--- src/rtl/led_ctrl_pkg.sv ---
`default_nettype none
// ============================================================================
// Module      : led_ctrl_pkg
// Description : Shared constants for the LED running-light controller.
// Revision    : 1.0 - initial release
// ============================================================================
package led_ctrl_pkg;

    localparam int              LED_W      = 16;
    localparam logic [LED_W-1:0] LED_ALL_ON = 16'hFFFF;

    localparam logic [1:0] ST_INIT = 2'd0;
    localparam logic [1:0] ST_RUN  = 2'd1;
    localparam logic [1:0] ST_HOLD = 2'd2;

endpackage
`default_nettype wire

--- src/rtl/step_tick_gen.sv ---
`default_nettype none
// ============================================================================
// Module      : step_tick_gen
// Description : Freezable step divider with run-time selectable limit.
// Revision    : 1.0 - initial release
// ============================================================================
module step_tick_gen #(
    parameter int CNT_W = 26
) (
    input  logic             clk,
    input  logic             rst,
    input  logic             i_en,
    input  logic [CNT_W-1:0] i_limit_m1,
    output logic             o_tick
);

    logic [CNT_W-1:0] r_cnt;

    // Compare with >= so a drop to a shorter limit fires at once
    assign o_tick = (r_cnt >= i_limit_m1);

    always_ff @(posedge clk) begin
        if (rst) begin
            r_cnt <= '0;
        end else if (i_en) begin
            r_cnt <= o_tick ? '0 : r_cnt + 1'b1;
        end
    end

endmodule
`default_nettype wire

--- src/rtl/led_run_ctrl.sv ---
`default_nettype none
// ============================================================================
// Module      : led_run_ctrl
// Description : Running-light sequencer: start-up hold, stepping, pause, bounce.
// Revision    : 1.0 - initial release
// ============================================================================
module led_run_ctrl
    import led_ctrl_pkg::*;
#(
    parameter int SLOW_DIV   = 50_000_000,
    parameter int FAST_DIV   = 25_000_000,
    parameter int INIT_STEPS = 4
) (
    input  logic             clk,
    input  logic             rst,
    input  logic             speed,
    input  logic             pause,
    input  logic             bounce,
    output logic [LED_W-1:0] led,
    output logic             step,
    output logic [1:0]       state_o
);

    localparam int CNT_W  = (SLOW_DIV > 1) ? $clog2(SLOW_DIV) : 1;
    localparam int INIT_W = (INIT_STEPS > 1) ? $clog2(INIT_STEPS) : 1;

    localparam logic [CNT_W-1:0]  c_slow_m1   = CNT_W'(SLOW_DIV - 1);
    localparam logic [CNT_W-1:0]  c_fast_m1   = CNT_W'(FAST_DIV - 1);
    localparam logic [INIT_W-1:0] c_init_last = INIT_W'(INIT_STEPS - 1);
    localparam logic [LED_W-1:0]  c_led_one   = {{(LED_W-1){1'b0}}, 1'b1};

    logic [1:0]       r_state, w_state_nxt;
    logic [LED_W-1:0] r_led, w_led_nxt;
    logic             r_step, w_step_nxt;
    logic [3:0]       r_pos, w_pos_nxt, w_pos_adv;
    logic             r_dir, w_dir_nxt, w_dir_adv;
    logic [INIT_W-1:0] r_init_cnt, w_init_nxt;
    logic             w_cnt_en;
    logic [CNT_W-1:0] w_limit_m1;
    logic             w_tick;

    step_tick_gen #(
        .CNT_W (CNT_W)
    ) u_tick (
        .clk        (clk),
        .rst        (rst),
        .i_en       (w_cnt_en),
        .i_limit_m1 (w_limit_m1),
        .o_tick     (w_tick)
    );

    // Next position/direction; r_dir=1 means moving up
    always_comb begin
        w_pos_adv = r_pos;
        w_dir_adv = r_dir;
        if (!bounce) begin
            w_dir_adv = 1'b1;
            w_pos_adv = (r_pos == 4'd15) ? 4'd0 : r_pos + 4'd1;
        end else if (r_dir) begin
            if (r_pos == 4'd15) begin
                w_dir_adv = 1'b0;
                w_pos_adv = 4'd14;
            end else begin
                w_pos_adv = r_pos + 4'd1;
            end
        end else begin
            if (r_pos == 4'd0) begin
                w_dir_adv = 1'b1;
                w_pos_adv = 4'd1;
            end else begin
                w_pos_adv = r_pos - 4'd1;
            end
        end
    end

    always_comb begin
        w_state_nxt = r_state;
        w_led_nxt   = r_led;
        w_step_nxt  = 1'b0;
        w_pos_nxt   = r_pos;
        w_dir_nxt   = r_dir;
        w_init_nxt  = r_init_cnt;
        w_cnt_en    = 1'b0;
        w_limit_m1  = c_slow_m1;
        case (r_state)
            ST_INIT: begin
                w_cnt_en  = 1'b1;
                w_led_nxt = LED_ALL_ON;
                if (w_tick) begin
                    if (r_init_cnt == c_init_last) begin
                        w_state_nxt = ST_RUN;
                        w_init_nxt  = '0;
                        w_pos_nxt   = 4'd0;
                        w_dir_nxt   = 1'b1;
                        w_led_nxt   = c_led_one;
                        w_step_nxt  = 1'b1;
                    end else begin
                        w_init_nxt = r_init_cnt + 1'b1;
                    end
                end
            end
            ST_RUN: begin
                if (speed) w_limit_m1 = c_fast_m1;
                // Pause beats a coincident tick: the divider stays parked at limit-1
                if (pause) begin
                    w_state_nxt = ST_HOLD;
                end else begin
                    w_cnt_en = 1'b1;
                    if (w_tick) begin
                        w_pos_nxt  = w_pos_adv;
                        w_dir_nxt  = w_dir_adv;
                        w_led_nxt  = c_led_one << w_pos_adv;
                        w_step_nxt = 1'b1;
                    end
                end
            end
            ST_HOLD: begin
                if (!pause) w_state_nxt = ST_RUN;
            end
            default: begin
                w_state_nxt = ST_INIT;
                w_led_nxt   = LED_ALL_ON;
                w_pos_nxt   = 4'd0;
                w_dir_nxt   = 1'b1;
                w_init_nxt  = '0;
            end
        endcase
    end

    always_ff @(posedge clk) begin
        if (rst) begin
            r_state    <= ST_INIT;
            r_led      <= LED_ALL_ON;
            r_step     <= 1'b0;
            r_pos      <= 4'd0;
            r_dir      <= 1'b1;
            r_init_cnt <= '0;
        end else begin
            r_state    <= w_state_nxt;
            r_led      <= w_led_nxt;
            r_step     <= w_step_nxt;
            r_pos      <= w_pos_nxt;
            r_dir      <= w_dir_nxt;
            r_init_cnt <= w_init_nxt;
        end
    end

    assign led     = r_led;
    assign step    = r_step;
    assign state_o = r_state;

endmodule
`default_nettype wire

--- config.mk ---
export PLATFORM = sky130hd
export DESIGN_NAME = led_run_ctrl
export DESIGN_NICKNAME = d
export VERILOG_FILES = /design/src/rtl/led_ctrl_pkg.sv /design/src/rtl/step_tick_gen.sv /design/src/rtl/led_run_ctrl.sv
export SDC_FILE = /design/constraint.sdc
export NUM_CORES = 1
export LEC_CHECK = 0
export ABC_CLOCK_PERIOD_IN_PS = 9800
export CORE_MARGIN = 5
export CORE_UTILIZATION = 46
export DETAILED_ROUTE_END_ITERATION = 10
export PLACE_DENSITY = 0.76
export SLEW_MARGIN = 20
export SYNTH_ARGS = -nofsm -noshare
export SYNTH_HDL_FRONTEND = slang
export SYNTH_HIERARCHICAL = 1
export SYNTH_SLANG_ARGS = --single-unit
--- constraint.sdc ---
create_clock -name clk -period 9.8 [get_ports clk]
set_clock_uncertainty 0.1 [all_clocks]
set_input_delay 0.98 -clock clk [delete_from_list [all_inputs] [get_ports clk]]
set_output_delay 0.98 -clock clk [all_outputs]
set_load 0.01 [all_outputs]
==> results.md, run 1 <==
* Gate Count Post-Synth at 405
* Skew-Pair Late Insertion Delay at 0.30 ns
* Slew headroom at 59.8%
* Clock sinks at 52
* CP Data Arrival Time at 4.41 ns
* Static Leak at 1.64 nW
* Post-synth cell types at 63
* Crit Path Category: in2reg
* Seq cells post-synth at 52
* Tightest Pin Transition at 0.603 ns
* Final instance area at 3780 µm²
* H-tree Lvls at 2
* Longest Clk Path Bufs at 2
* Crit path time final at 4.33 ns
* Crit Reg-Reg Startpoint: state_o[1]
* Iter 0 DRT Violations at 130
* Yosys warning count at 6
* First-pass GRT wire length at 12300 µm
* Drt drc at 0
* CTS Buf Count at 5
* RD Place Congestion at 0.900
* Crit path launch type: input pin
* Hold Fails Final Rpt at 0
* Initial antenna violation count at 0
* P&R area growth vs syn at 13.6%
* Final ANT Viol Nets at 0
* Crit path launch: speed
* Tot GR Track Use at 16.5%
* I/O pins at 24
* Drt first pass iters at 4
* Fmax at 0.231 GHz
* Final #Nets at 478
* Crit end category: flip-flop
* Fill cell count at 691
* CTS tree: built
* Number of synthesized flops with an enable pin at 0
* RSZ-0062 raised after global routing: false
* Hold Buf Count CTS at 0
* Diode count at 0
* DIE AREA at 9040 µm²
* Core Box Area at 7140 µm²
* DR vias/cell at 5.25
* Vias in the first global route at 2755
* Hpwl dp at 5280 µm
* CTS clock-pin slew for the worst setup and hold paths at 0.09 ns
* FF-to-FF path depth at 16
* Final total power at 360 µW
* Post-CTS Setup Bufs at 0
* Post_cts resized at 0
* Reg2Reg Setup Slack at 5.62 ns
* Dpl ws at 5.18 ns
* Status: finished, final reports clean
* DR WL/cell at 12.9 µm
* Routed wire length at 6930 µm
* IO Port Bufs at 23
* Initial Utilization at 46.7%
* Cell Area, Placed at 3690 µm²
* CTS root buffer: clkbuf_8
* Largest net degree at the start of global routing at 41
* Sequential share of the synthesized area at 31.2%
* Die W at 95.1 µm
* Die height at 95.1 µm
* Worst hold margin at 0.398 ns
* Setup ws final at 5.47 ns
* FP Rows at 31
* Fin crit share at 44.2%
* Layout cells sized above 1 at 6.83%
* Peak supply drop at 78.6 µV
* Post-synth top flop: dfxtp_1
* CP max FO at 6
* Setup_tns at 0 ns
* Synth Area per Inst at 8.23 µm²
* Hold/Removal Path Class: reg2reg
* Required @ worst endpoint at 9.88 ns
* Grt ovf at 0
* Via count at 2826
* R2r endpoint: led[12]
* Final setup fails at 0
* Max Transition Viols Final at 0
* Last element of the critical path: led[12]
* Mapped Area at 3330 µm²
* Pwr dens at 95.0 nW/µm²
* Post-synthesis async set-or-reset flop share at 0%
* Max Cap Viol at 0
-- worst max-delay path: stages --
cell	delay, ns
clkdlybuf4s50_1	0.39
and2_1	0.21
inv_1	0.15
inv_1	0.06
ha_1	0.31
nand4_2	0.15
nor4_2	0.37
a22oi_1	0.16
o211ai_2	0.13
or2_1	0.26
nand2b_1	0.10
a21o_1	0.21
or3_1	0.45
a311oi_2	0.37
nor3_1	0.11
-- cell families after synthesis --
| logic type | share of synthesized area (%) |
|---|---|
| AOI/OAI and AO/OA | 13.4 |
| xor gates and xnor gates | 6.05 |
| other | 0.225 |
| muxes | 1.20 |
| and+or+nand+nor | 28.7 |
| buffers and inverters | 6.01 |
| adders and majority gates | 13.1 |
| DFF | 31.2 |
-- power by group --
| group | switching [mW] | internal, mW |
|---|---|---|
| registers | 0.00155 | 0.212 |
| logic | 0.00989 | 0.00752 |
| clock network | 0.0706 | 0.0579 |
| total | 0.0820 | 0.278 |
-- cell usage after synthesis, types with 4 or more instances --
cell type	count	share of area [%]
o21ai_0	4	0.60
nand3_1	10	1.5
buf_2	4	0.60
inv_1	36	4.1
nand2_1	24	2.7
ha_1	35	13
dfxtp_1	52	31
a22oi_1	5	1.1
nor3_1	45	6.8
nor2_1	44	5.0
xnor2_1	7	1.8
nand2b_1	12	2.3
a21oi_1	21	3.2
xor2_1	16	4.2
nand4_1	8	1.5
clkbuf_1	6	0.68
mux2i_1	4	1.2
and3_1	8	1.5
-- flip-flops by register name, summed over array words and instances (netlist names) --
| name | count |
|---|---|
| r_dir | 1 |
| r_pos | 4 |
| state_o | 2 |
| u_tick/r_cnt | 26 |
| step | 1 |
| led | 16 |
| r_init_cnt | 2 |
-- layout make-up --
| class | instances | area, µm² | share of cell area, % |
|---|---|---|---|
| multi-input cells | 318 | 2150 | 56.7 |
| flip-flops and latches | 52 | 1040 | 27.5 |
| repair buffers | 24 | 238 | 6.28 |
| inverters | 37 | 139 | 3.67 |
| well taps | 99 | 124 | 3.27 |
| clock buffers | 6 | 82.6 | 2.18 |
| clock inverters | 2 | 13.8 | 0.364 |
-- metal layers --
metal	global-route usage (%)	part of all wire, %
met5	0	0
met4	3.97	0.66
met3	2.53	2.1
met2	29.4	51
met1	20.6	46
-- placed cells by master (no fill, tap or decap), types with 3 or more instances in the layout --
| cell type | instances |
|---|---|
| nor2_1 | 44 |
| a21oi_1 | 21 |
| xnor2_1 | 7 |
| and2_1 | 3 |
| nand2_1 | 24 |
| conb_1 | 17 |
| inv_1 | 36 |
| nand2b_1 | 12 |
| o21ai_0 | 4 |
| nand4_2 | 3 |
| a21o_1 | 3 |
| and3_1 | 8 |
| o21a_1 | 3 |
| a211oi_2 | 3 |
| clkbuf_8 | 6 |
| ha_1 | 35 |
| nor3_1 | 45 |
| dfxtp_1 | 52 |
| nand4_1 | 8 |
| nand3_1 | 10 |
| mux2i_1 | 4 |
| xor2_1 | 16 |
| a22oi_1 | 5 |
| clkdlybuf4s50_1 | 23 |
-- through the flow --
stage	util (%)	instances
finish	53.0	538
global route	53.0	538
floorplan	-	420
detailed placement	51.7	530
global placement	51.7	530
CTS	53.0	538
-- how the worst min path moves through the flow --
stage / startpoint / cells past startpoint / slack [ns] / to
finish: led[8] / 2 / 0.40 / led[8]
global route: led[6] / 2 / 0.43 / led[6]
CTS: led[8] / 2 / 0.40 / led[8]
detailed placement: led[8] / 2 / 0.38 / led[8]
global placement: led[5] / 2 / 0.38 / led[5]
floorplan: r_init_cnt[1] / 2 / 0.38 / r_init_cnt[1]
Note: power is estimated with default switching activity, not from simulation.
==> run 2, diff against run 1 <==
Settings changed: ABC_CLOCK_PERIOD_IN_PS 9800 to 4500.
Clock period 9.8 ns to 4.5 ns, I/O delays scaled along.
==> run 2 against run 1 <==
Non-clock buffer count grew 1. Critical endpoint is now led[15]. Via count grew 1.1%. Combinational power grew 120%. Sequential power grew 120%. Critical path type is now reg2reg. Critical path depth grew 1.
==> results.md, run 2 (synthesis gave the netlist of run 1 again) <==
* Non-filler cells, final at 539 (+0.19%)
* Longest Clk Path Bufs at 2 (unchanged)
* DR WL/cell at 13.0 µm (+0.82%)
* Crit end category: flip-flop
* Peak supply drop at 150 µV (+91%)
* Routed wire length at 7000 µm (+1.0%)
* FP Rows at 31 (unchanged)
* Worst path most repeated cell: inv_1
* Skew-Pair Late Insertion Delay at 0.31 ns (about the same)
* Diode count at 0 (unchanged)
* Critical-path top delay cell: or3_1
* Area of the multi-input gates at 2150 µm² (unchanged)
* Fin crit share at 87.7%
* CP Data Arrival Time at 4.05 ns (-0.36 ns)
* Status: finished, final reports clean
* Final instance area at 3790 µm² (+0.20%)
* Pwr dens at 207 nW/µm² (+120%)
* Hold Buf Count CTS at 0 (unchanged)
* Tot GR Track Use at 16.4% (-0.067 points)
* Largest register FFs at 26 (unchanged)
* DIE AREA at 9040 µm² (unchanged)
* Most frequent cells in the layout: dfxtp_1 (52), nor3_1 (45), nor2_1 (44)
* Vias in the first global route at 2691 (-2.3%)
* CTS tree: built
* Final core occ at 53.1% (+0.11 points)
* Cell Area, Placed at 3700 µm² (+0.20%)
* Hold Fails Final Rpt at 0 (unchanged)
* Static Leak at 1.64 nW (about the same)
* Crit path launch type: flip-flop
* Grt ovf at 0 (unchanged)
* CTS Buf Count at 5 (unchanged)
* RD Place Congestion at 0.869 (-3.4%)
* Final setup fails at 0 (unchanged)
* Initial Utilization at 46.7% (unchanged)
* Largest net degree at the start of global routing at 26 (-37%)
* CTS root buffer: clkbuf_8
* First-pass GRT wire length at 12000 µm (-1.8%)
* Most flops, register: u_tick/r_cnt
* Crit Path Category: reg2reg
* Leading cell type in the layout, fill and taps excluded: dfxtp_1
* Slew headroom at 58.8% (-0.98 points)
* Max Cap Viol at 0 (unchanged)
* CP max FO at 6 (unchanged)
* Sequential cell area at 1040 µm² (unchanged)
* Max Transition Viols Final at 0 (unchanged)
* CTS clock-pin slew for the worst setup and hold paths at 0.10 ns (about the same)
* Tightest Pin Transition at 0.616 ns (+0.0127 ns)
* Drt drc at 0 (unchanged)
* CP Cell Sequence: inv_1, ha_1, and2_1, inv_1, inv_1, ha_1, nand4_2, nor4_2, a22oi_1, o211ai_2, or2_1, nand2b_1, a21o_1, or3_1, a311oi_2, nor3_1
* Setup_tns at 0 ns (unchanged)
* RSZ-0062 raised after global routing: false
* DR vias/cell at 5.30 (+0.91%)
* Die height at 95.1 µm (unchanged)
* Required @ worst endpoint at 4.60 ns (-5.28 ns)
* Final #Nets at 479 (+0.21%)
* IO Port Bufs at 23 (unchanged)
* Post_cts resized at 0 (unchanged)
* H-tree Lvls at 2 (unchanged)
* Crit path time final at 3.95 ns
* Post-CTS Setup Bufs at 0 (unchanged)
* Largest stage delay on the critical path at 0.45 ns (about the same)
* Via count at 2857 (+1.1%)
* Worst hold margin at 0.395 ns (-0.00297 ns)
* Hold/Removal Path Class: reg2reg
* Initial antenna violation count at 0 (unchanged)
* Core Box Area at 7140 µm² (unchanged)
* Iter 0 DRT Violations at 84 (-35%)
* Hpwl dp at 5360 µm (+1.6%)
* Fmax at 0.253 GHz
* I/O pins at 24 (unchanged)
* Final ANT Viol Nets at 0 (unchanged)
* Fill cell count at 676 (-2.2%)
* Drt first pass iters at 4 (unchanged)
* Post-Place Cells at 531 (+0.19%)
* Die W at 95.1 µm (unchanged)
* Layout cells sized above 1 at 7.05% (+0.21 points)
* P&R area growth vs syn at 13.8%
* Clock sinks at 52 (unchanged)
==> run 2: final cells by class <==
class	count	area share (%)
clock buffers	5	1.81
repair buffers	25	6.47
well taps	99	3.27
flip-flops and latches	52	27.4
inverters	37	3.66
clock inverters	3	0.726
multi-input cells	318	56.6
==> run 2: final timing paths <==
check,endpoint,start,cells past startpoint,slack [ns]
worst max-delay path,led[15],state_o[1],16,0.55
worst min-delay path,led[1],led[1],2,0.40
worst max register to register,led[15],state_o[1],16,0.55
worst min register to register,led[1],led[1],2,0.40
==> run 2: metrics by stage <==
stage	setup WS (ns)	power, mW
finish	0.553	0.786
global route	0.313	0.822
CTS	0.570	0.794
detailed placement	0.446	0.513
global placement	0.544	0.512
floorplan	0.746	0.502
==> run 2: power breakdown <==
part	switching, mW	internal, mW
clock	0.168	0.114
combinational	0.0214	0.0164
sequential	0.00334	0.462
total	0.193	0.593
==> run 2: worst max-delay path, delay by kind of cell, from the launching register on <==
| family | cells | cell delay, ns |
|---|---|---|
| adder cells (fa/ha/maj) | 2 | 0.53 |
| AO/OA/AOI/OAI | 4 | 0.85 |
| flip-flops | 1 | 0.42 |
| AND/OR/NAND/NOR | 7 | 1.63 |
| buffers and inverters | 3 | 0.29 |
==> run 2: metal layers <==
metal	vias up	wire length [µm]	global-route usage (%)
li1	1468	-	-
met1	1339	3210	20.1
met2	42	3510	28.5
met3	8	172	3.16
met4	0	104	5.89
met5	-	0	0
==> run 3, diff against run 2 <==
Settings changed: HOLD_SLACK_MARGIN set to 0.1.
==> results of run 3 <==
Final layout, timing and power as in run 2 (identical DEF).
